<file path="src/rtl/rggen_wide_register.sv">
// Wide register block: splits a DATA_WIDTH register over several bus words with buffered commits and snapshot reads.
// Optional macro RGGEN_WIDE_REGISTER_COHERENCY_CHECK_EN turns incoherent accesses into SLVERR responses.
module rggen_wide_register #(
    parameter bit READABLE       = 1'b1,
    parameter bit WRITABLE       = 1'b1,
    parameter int ADDRESS_WIDTH  = 8,
    parameter int OFFSET_ADDRESS = 0,
    parameter int BUS_WIDTH      = 32,
    parameter int DATA_WIDTH     = 64
) (
    input  logic                     i_clk,
    input  logic                     i_rst,
    input  logic                     i_valid,
    input  logic                     i_write,
    input  logic [ADDRESS_WIDTH-1:0] i_address,
    input  logic [BUS_WIDTH-1:0]     i_write_data,
    input  logic [BUS_WIDTH-1:0]     i_strobe,
    output logic                     o_active,
    output logic                     o_ready,
    output logic [1:0]               o_status,
    output logic [BUS_WIDTH-1:0]     o_read_data,
    output logic                     o_bf_valid,
    output logic                     o_bf_write,
    output logic [DATA_WIDTH-1:0]    o_bf_write_data,
    output logic [DATA_WIDTH-1:0]    o_bf_mask,
    input  logic [DATA_WIDTH-1:0]    i_bf_read_data
);

`ifdef RGGEN_WIDE_REGISTER_COHERENCY_CHECK_EN
    localparam bit COHERENCY_CHECK = 1'b1;
`else
    localparam bit COHERENCY_CHECK = 1'b0;
`endif

    localparam int WORDS = DATA_WIDTH / BUS_WIDTH;
    localparam int LW    = DATA_WIDTH - BUS_WIDTH;
    localparam int BYTES = BUS_WIDTH / 8;
    localparam int LSB   = $clog2(BYTES);
    localparam int IW    = $clog2(WORDS);

    localparam logic [1:0] OKAY   = 2'b00;
    localparam logic [1:0] SLVERR = 2'b10;

    typedef enum logic [1:0] {IDLE, BF, RESP} state_t;

    state_t                  state_q, state_d;
    logic [LW-1:0]           wbuf_q, wbuf_d;
    logic [LW-1:0]           mbuf_q, mbuf_d;
    logic [WORDS-2:0]        wmark_q, wmark_d;
    logic [DATA_WIDTH-1:0]   shadow_q, shadow_d;
    logic                    shadow_valid_q, shadow_valid_d;
    logic                    ready_q, ready_d;
    logic [1:0]              status_q, status_d;
    logic [BUS_WIDTH-1:0]    read_data_q, read_data_d;
    logic                    bf_valid_q, bf_valid_d;
    logic                    bf_write_q, bf_write_d;
    logic [DATA_WIDTH-1:0]   bf_write_data_q, bf_write_data_d;
    logic [DATA_WIDTH-1:0]   bf_mask_q, bf_mask_d;

    logic [ADDRESS_WIDTH-1:0] offset_diff;
    logic [ADDRESS_WIDTH-1:0] word_index_full;
    logic [IW-1:0]            word_index;
    logic                     match;

    // Subtraction wraps for addresses below the offset, so they fall out of range too.
    assign offset_diff     = i_address - ADDRESS_WIDTH'(OFFSET_ADDRESS);
    assign word_index_full = offset_diff >> LSB;
    assign word_index      = word_index_full[IW-1:0];
    assign match           = ((offset_diff & ADDRESS_WIDTH'(BYTES - 1)) == '0) &&
                             (word_index_full < ADDRESS_WIDTH'(WORDS)) &&
                             (i_write ? WRITABLE : READABLE);
    assign o_active        = i_valid & match;

    always_comb begin
        state_d         = state_q;
        wbuf_d          = wbuf_q;
        mbuf_d          = mbuf_q;
        wmark_d         = wmark_q;
        shadow_d        = shadow_q;
        shadow_valid_d  = shadow_valid_q;
        ready_d         = 1'b0;
        status_d        = OKAY;
        read_data_d     = '0;
        bf_valid_d      = 1'b0;
        bf_write_d      = 1'b0;
        bf_write_data_d = '0;
        bf_mask_d       = '0;
        case (state_q)
            IDLE: begin
                if (o_active) begin
                    if (i_write && (word_index != IW'(WORDS - 1))) begin
                        for (int i = 0; i < WORDS - 1; i++) begin
                            if (int'(word_index) == i) begin
                                wbuf_d[i*BUS_WIDTH +: BUS_WIDTH] =
                                    (wbuf_q[i*BUS_WIDTH +: BUS_WIDTH] & ~i_strobe) | (i_write_data & i_strobe);
                                mbuf_d[i*BUS_WIDTH +: BUS_WIDTH] = mbuf_q[i*BUS_WIDTH +: BUS_WIDTH] | i_strobe;
                                wmark_d[i] = 1'b1;
                            end
                        end
                        state_d = RESP;
                        ready_d = 1'b1;
                    end else if (i_write && COHERENCY_CHECK && !(&wmark_q)) begin
                        wbuf_d   = '0;
                        mbuf_d   = '0;
                        wmark_d  = '0;
                        state_d  = RESP;
                        ready_d  = 1'b1;
                        status_d = SLVERR;
                    end else if (i_write) begin
                        state_d         = BF;
                        bf_valid_d      = 1'b1;
                        bf_write_d      = 1'b1;
                        bf_write_data_d = {i_write_data, wbuf_q};
                        bf_mask_d       = {i_strobe, mbuf_q};
                    end else if (word_index == '0) begin
                        state_d    = BF;
                        bf_valid_d = 1'b1;
                        bf_mask_d  = '1;
                    end else begin
                        state_d = RESP;
                        ready_d = 1'b1;
                        if (COHERENCY_CHECK && !shadow_valid_q) begin
                            status_d = SLVERR;
                        end else begin
                            for (int i = 1; i < WORDS; i++) begin
                                if (int'(word_index) == i) begin
                                    read_data_d = shadow_q[i*BUS_WIDTH +: BUS_WIDTH];
                                end
                            end
                        end
                    end
                end
            end
            BF: begin
                state_d = RESP;
                ready_d = 1'b1;
                if (bf_write_q) begin
                    wbuf_d         = '0;
                    mbuf_d         = '0;
                    wmark_d        = '0;
                    shadow_valid_d = 1'b0;
                end else begin
                    shadow_d       = i_bf_read_data;
                    shadow_valid_d = 1'b1;
                    read_data_d    = i_bf_read_data[BUS_WIDTH-1:0];
                end
            end
            default: state_d = IDLE;
        endcase
    end

    always_ff @(posedge i_clk or posedge i_rst) begin
        if (i_rst) begin
            state_q         <= IDLE;
            wbuf_q          <= '0;
            mbuf_q          <= '0;
            wmark_q         <= '0;
            shadow_q        <= '0;
            shadow_valid_q  <= 1'b0;
            ready_q         <= 1'b0;
            status_q        <= OKAY;
            read_data_q     <= '0;
            bf_valid_q      <= 1'b0;
            bf_write_q      <= 1'b0;
            bf_write_data_q <= '0;
            bf_mask_q       <= '0;
        end else begin
            state_q         <= state_d;
            wbuf_q          <= wbuf_d;
            mbuf_q          <= mbuf_d;
            wmark_q         <= wmark_d;
            shadow_q        <= shadow_d;
            shadow_valid_q  <= shadow_valid_d;
            ready_q         <= ready_d;
            status_q        <= status_d;
            read_data_q     <= read_data_d;
            bf_valid_q      <= bf_valid_d;
            bf_write_q      <= bf_write_d;
            bf_write_data_q <= bf_write_data_d;
            bf_mask_q       <= bf_mask_d;
        end
    end

    assign o_ready         = ready_q;
    assign o_status        = status_q;
    assign o_read_data     = read_data_q;
    assign o_bf_valid      = bf_valid_q;
    assign o_bf_write      = bf_write_q;
    assign o_bf_write_data = bf_write_data_q;
    assign o_bf_mask       = bf_mask_q;

endmodule

</file>
<file path="config.mk">
export PLATFORM = sky130hd
export DESIGN_NAME = rggen_wide_register
export DESIGN_NICKNAME = d
export VERILOG_FILES = /design/src/rtl/rggen_wide_register.sv
export SDC_FILE = /design/constraint.sdc
export NUM_CORES = 1
export LEC_CHECK = 0
export ABC_AREA = 1
export CAP_MARGIN = 20
export CORE_MARGIN = 3
export CORE_UTILIZATION = 25
export CTS_CLUSTER_SIZE = 8
export DETAILED_ROUTE_END_ITERATION = 10
export DONT_BUFFER_PORTS = 1
export GPL_TIMING_DRIVEN = 1
export PLACE_DENSITY = 0.47
export SYNTH_ARGS = -nofsm -noshare
export SYNTH_HDL_FRONTEND = slang
export SYNTH_SLANG_ARGS = --single-unit
</file>
<file path="constraint.sdc">
create_clock -name i_clk -period 8.95 [get_ports i_clk]
set_clock_uncertainty 0.2 [all_clocks]
set_input_delay 0.895 -clock i_clk [delete_from_list [all_inputs] [get_ports i_clk]]
set_output_delay 0.895 -clock i_clk [all_outputs]
set_load 0.02 [all_outputs]
</file>
==> impl_metrics.toml, run 1 <==
[finish]
fillers = 4311
n_antenna_cell = 0
fin_nets = 1336
multi_input_area_sq_um = 3420
drive_above_1_share_pct = 6.00
fin_cells = 1732
fin_util_pct = 29.0
layout.area.seq_sq_um = 6530
final_area_sq_um = 11900
area_growth_pct = 13.3

[synthesis]
ys_top_cells_by_area = "dfrtp_1 (62%), nand2_1 (15%), nor2_1 (7.0%)"
yosys.area.top_type_share_pct = 62.0
yosys.area.top_type = "dfrtp_1"
syn-cell-area_sq_um = 10500
synth_cell_types = 18
postSynthRegisterBits = 261
seq_area_frac_synth_pct = 62.0
synth_cells = 1217
synth_warnings = 0
synth_area_per_cell_sq_um = 8.66

[floorplan]
start_util_pct = 25.6
row_count = 74
dieHeight_microns = 211
coreArea_sq_um = 41200
io_pins = 306
die_area_sq_um = 44700
die_width_microns = 211

[worst_hold_path]
hold_path.class = "in2async"

[route]
drc = 0
vias_per_cell = 4.51
wirelength_mm = 32.7
drtAntennaViolNets = 0
avgRoutedWirePerCell_microns = 18.9
drt_pass1_iterations = 5
vias = 7819
drt_iter0_drc = 555

[global_routing]
grtUsageTotal_pct = 14.4
grt_pass1_wl_mm = 49.9
antenna_found_initial = 0
grt_max_degree = 138
grt_pass1_vias = 7898
overflow = 0

[clocking]
cts_root_buffer = "clkbuf_16"
clkLatencyLatePin_ns = 0.53
clk_pin_slew_ns = 0.05
htree_levels = 2
cts_buffer_depth = 3
cts_hold_buf = 0
cts_resized = 0
cts_post_setup_buffers_inserted = 0
cts_tree = "yes"
cts.sinks = 261
cts_buffers = 39

[place]
io_buffers = 0
dp_cells = 1685
post_dp_cell_area_sq_um = 10900
place_ws_ns = 5.67
place_congestion = 0.734
hpwl_mm = 19.9

[timing]
relSlewSlack_pct = 31.9
tns_ns = 0
setup_slack_ns = 5.77
fin_crit_sh_pct = 35.6
hold_slack_ns = 0.242
min_period_ns = 3.18
tightest_slew_ns = 1.02
hold_violations = 0
finalSetupViolations = 0
finalMaxSlewViolations = 0
max_freq_mhz = 314
grt_setup_unrepaired = "false"

[critical_path]
cp.arrival_ns = 3.41
reg2reg_depth = 8
worstPathMaxFanout = 41
start_kind = "flop"
r2r-end = "mbuf_q[6]"
worstPathRequired_ns = 9.18
cp-end-kind = "flop"
timing.rr.start = "state_q[1]"
rrSetupSlack_ns = 5.77
worst-setup-path-type = "reg2reg"

[pwr]
p_leak_nw = 6.04
ir_worst_vdd_mv = 0.0963
powerDensity_nw_per_um2 = 222
power_mw = 2.65

[status]
outcome = "finished clean"

[run]
cap_violations = 0
==> cells by family (layout without fill, tap and decap cells) <==
logic type	count (synthesis)	count (layout)	synth area share [%]
flip-flops	261	261	62.0
buffers and inverters	128	110	5.82
AND/OR/NAND/NOR	728	728	27.3
AO/OA/AOI/OAI	97	97	4.64
adder cells (fa/ha/maj)	2	2	0.237
other	1	2	0.0356
==> flip-flops by register name, indices dropped and copies added, names as in the netlist <==
register and count:
mbuf_q 32, o_bf_write_data 64, o_bf_write 1, o_bf_mask 64
wbuf_q 32, o_read_data 32, shadow_q 32, state_q 2
o_ready 1, o_bf_valid 1
==> layout make-up <==
type | instances | share of cell area (%)
Clock buffer | 43 | 8.38
Clock inverter | 4 | 0.293
Inverter | 51 | 1.67
Multi-Input combinational cell | 829 | 28.7
Sequential cell | 261 | 54.7
Tap cell | 532 | 5.57
Timing Repair Buffer | 12 | 0.754
==> worst max-delay path by stage <==
stage,from,endpoint
finish,state_q[1],mbuf_q[6]
global route,state_q[1],mbuf_q[3]
CTS,state_q[1],mbuf_q[22]
detailed placement,state_q[1],mbuf_q[6]
global placement,state_q[1],wbuf_q[1]
floorplan,i_rst,mbuf_q[0]
==> layout by cell type (no fill, tap or decap), types with 2 or more instances in the layout <==
| cell | netlist | layout |
|---|---|---|
| nor2_4 | 1 | 3 |
| conb_1 | 1 | 2 |
| inv_2 | 5 | 6 |
| inv_6 | 0 | 3 |
| clkbuf_1 | 29 | 3 |
| nand2_1 | 426 | 425 |
| nor2_1 | 197 | 197 |
| buf_4 | 4 | 12 |
| ha_1 | 2 | 2 |
| inv_1 | 46 | 44 |
| dfrtp_1 | 261 | 261 |
| a21oi_1 | 96 | 96 |
| nand3_1 | 98 | 98 |
| clkbuf_16 | 0 | 39 |
| nand2_2 | 2 | 3 |
==> Yosys cell counts <==
cell / number
o21ai_2: 1
ha_1: 2
conb_1: 1
buf_4: 4
nor2_4: 1
dfrtp_1: 261
a21oi_1: 96
nand3_1: 98
inv_1: 46
clkbuf_1: 29
nor3_1: 1
nand2_1: 426
buf_2: 34
nor2_1: 197
nor2_2: 3
nand2_2: 2
inv_2: 5
buf_6: 10
==> critical path, stage by stage, from the launching register on <==
cell	delay [ns]
dfrtp_1	0.41
nor2_4	0.56
buf_4	0.56
inv_2	0.11
o21ai_4	0.16
nand2_2	0.40
buf_4	0.46
nand2_1	0.11
nand2_1	0.05
==> report_power, final <==
part           total [mW]  internal [mW]  switching [mW]
Combinational       0.115         0.0347          0.0800
Sequential           1.23           1.21          0.0211
Clock                1.30          0.782           0.520
Total                2.65           2.03           0.621
==> per-layer routing <==
metal	vias up	share of wire, %	global-route usage (%)
met4	0	2.8	4.90
met2	230	47	22.6
met1	3838	43	19.0
met5	-	0	0
met3	52	7.1	4.49
li1	3699	-	-
Note: power is estimated with default switching activity, not from simulation.
==> inputs of run 2 (changes only) <==
--- a/config.mk
+++ b/config.mk
@@ -13,7 +13,7 @@
 export DETAILED_ROUTE_END_ITERATION = 10
 export DONT_BUFFER_PORTS = 1
 export GPL_TIMING_DRIVEN = 1
-export PLACE_DENSITY = 0.47
+export PLACE_DENSITY = 0.49
 export SYNTH_ARGS = -nofsm -noshare
 export SYNTH_HDL_FRONTEND = slang
 export SYNTH_SLANG_ARGS = --single-unit
==> constraint.sdc (replaced) <==
create_clock -name i_clk -period 2.6 [get_ports i_clk]
set_clock_uncertainty 0.2 [all_clocks]
set_input_delay 0.26 -clock i_clk [delete_from_list [all_inputs] [get_ports i_clk]]
set_output_delay 0.26 -clock i_clk [all_outputs]
set_load 0.02 [all_outputs]
==> impl_metrics.toml, run 2 (synthesized netlist as in run 1, its figures left out) <==
[route]
vias_per_cell = 4.53
wirelength_mm = 34.2
vias = 8617
drt_iter0_drc = 605
drc = 0
avgRoutedWirePerCell_microns = 18.0
drt_pass1_iterations = 5
drtAntennaViolNets = 0

[clocking]
cts_buffers = 39
htree_levels = 2
cts_root_buffer = "clkbuf_16"
cts_buffer_depth = 3
cts_post_setup_buffers_inserted = 0
cts_tree = "yes"
clk_pin_slew_ns = 0.05
clkLatencyLatePin_ns = 0.54
cts.sinks = 261

[timing]
hold_violations = 0
max_freq_mhz = 407
min_period_ns = 2.46
tightest_slew_ns = 0.924
relSlewSlack_pct = 38.2
finalSetupViolations = 0
finalMaxSlewViolations = 0
fin_crit_sh_pct = 94.5
grt_setup_unrepaired = "false"

[finish]
area_growth_pct = 30.5
drive_above_1_share_pct = 5.91
fin_nets = 1507
final_area_sq_um = 13800
layout.area.seq_sq_um = 6530
final_common_cell = "nand2_1"
multi_input_area_sq_um = 3420
fin_util_pct = 33.4
final_cell_mix = "nand2_1 (425), dfrtp_1 (261), nor2_1 (197)"
fillers = 4115

[global_routing]
grtUsageTotal_pct = 15.0
grt_max_degree = 124
grt_pass1_vias = 8924
grt_pass1_wl_mm = 52.7
antenna_found_initial = 1
overflow = 0

[critical_path]
cpMostUsedCell = "dlygate4sd3_1"
worstPathRequired_ns = 2.86
cp-end-kind = "flop"
crit_slowest_cell = "dlygate4sd3_1"
worst-setup-path-type = "in2reg"
worstPathMaxFanout = 45
start_kind = "primary input"
cp.arrival_ns = 2.72
crit_family = "buffers and inverters"
worstPathCellList = "dlygate4sd3_1 -> buf_16 -> ha_1 -> nor3_2 -> buf_4 -> nand3_1 -> nand2_1 -> dlygate4sd3_1"
slowest_delay_ns = 0.60
path_buf_inv = 4

[pwr]
powerDensity_nw_per_um2 = 687
ir_worst_vdd_mv = 0.332
p_leak_nw = 6.82

[place]
hpwl_mm = 20.1
io_buffers = 0
post_dp_cell_area_sq_um = 11000
place_congestion = 0.736

[floorplan]
die_area_sq_um = 44700
die_width_microns = 211
start_util_pct = 25.6
coreArea_sq_um = 41200
io_pins = 306
row_count = 74
dieHeight_microns = 211

[worst_hold_path]
hold_path.class = "in2reg"

[status]
outcome = "finished clean"

[run]
cap_violations = 0
[run 2: changes by cell type in the layout (fill, tap and decap cells not counted), moves of 2 or more]
cell | previous run | this run
inv_6 | 3 | 1
buf_12 | 0 | 6
dlygate4sd3_1 | 0 | 163
clkinv_2 | 0 | 2
clkbuf_1 | 3 | 1
clkinvlp_4 | 0 | 2
[run 2: path summary, 6_finish.rpt]
| check | startpoint | to | slack (ns) | depth (start not counted) |
|---|---|---|---|---|
| min | i_write | o_bf_write_data[6] | 0.05 | 5 |
| min reg2reg | shadow_q[52] | shadow_q[52] | 0.28 | 2 |
| max reg2reg | state_q[1] | o_read_data[29] | 0.19 | 8 |
| max | i_write | o_read_data[29] | 0.14 | 8 |
| max in group asynchronous | i_rst | o_bf_mask[35] | 1.35 | 3 |
| min in group asynchronous | i_rst | o_bf_valid | 0.19 | 3 |
[run 2: worst min-delay path, stage by stage]
cell and delay, ns:
inv_1 0.07, nor2_4 0.04, buf_4 0.22, nand2_1 0.09
nor2_1 0.04
[run 2: layout make-up]
cell class | instances | area share, %
inverter | 51 | 1.43
timing repair buffer | 183 | 13.7
clock inverter | 4 | 0.273
multi-input combinational | 829 | 24.9
tap | 532 | 4.84
sequential | 261 | 47.5
antenna | 1 | 0.0182
clock buffer | 42 | 7.40
[run 2: metrics by stage]
step           total power, mW  cells  hold slack [ns]  TNS (ns)  worst slack (ns)
3_5_place_dp              4.72   1692            0.125         0             0.286
3_3_place_gp              4.71   1692            0.140         0             0.303
4_1_cts                   9.62   1902           0.0115         0            0.0207
6_report                  9.46   1903           0.0486         0             0.143
5_1_grt                   9.86   1903           0.0539         0            0.0127
2_1_floorplan             4.62   1218            0.170   -339.71             -1.30
[run 2: metal layers]
metal	share of wire [%]	vias up	global-route usage [%]
met5	0	-	0
met4	3.5	0	6.67
met3	6.1	73	3.57
met2	47	270	23.6
met1	44	4227	19.9
li1	-	4047	-
[run 2: power breakdown]
part	switching (mW)	total, mW	internal [mW]
Combinational	0.380	0.679	0.299
Clock	1.79	4.54	2.74
Sequential	0.0726	4.24	4.17
[run 2: what timing repair did]
| action | CTS | global route |
|---|---|---|
| hold buffers | 164 | 0 |
| resized for setup | 0 | 2 |
| endpoints found under the hold margin | 490 | 0 |
| endpoints found under the setup margin | 0 | 1 |
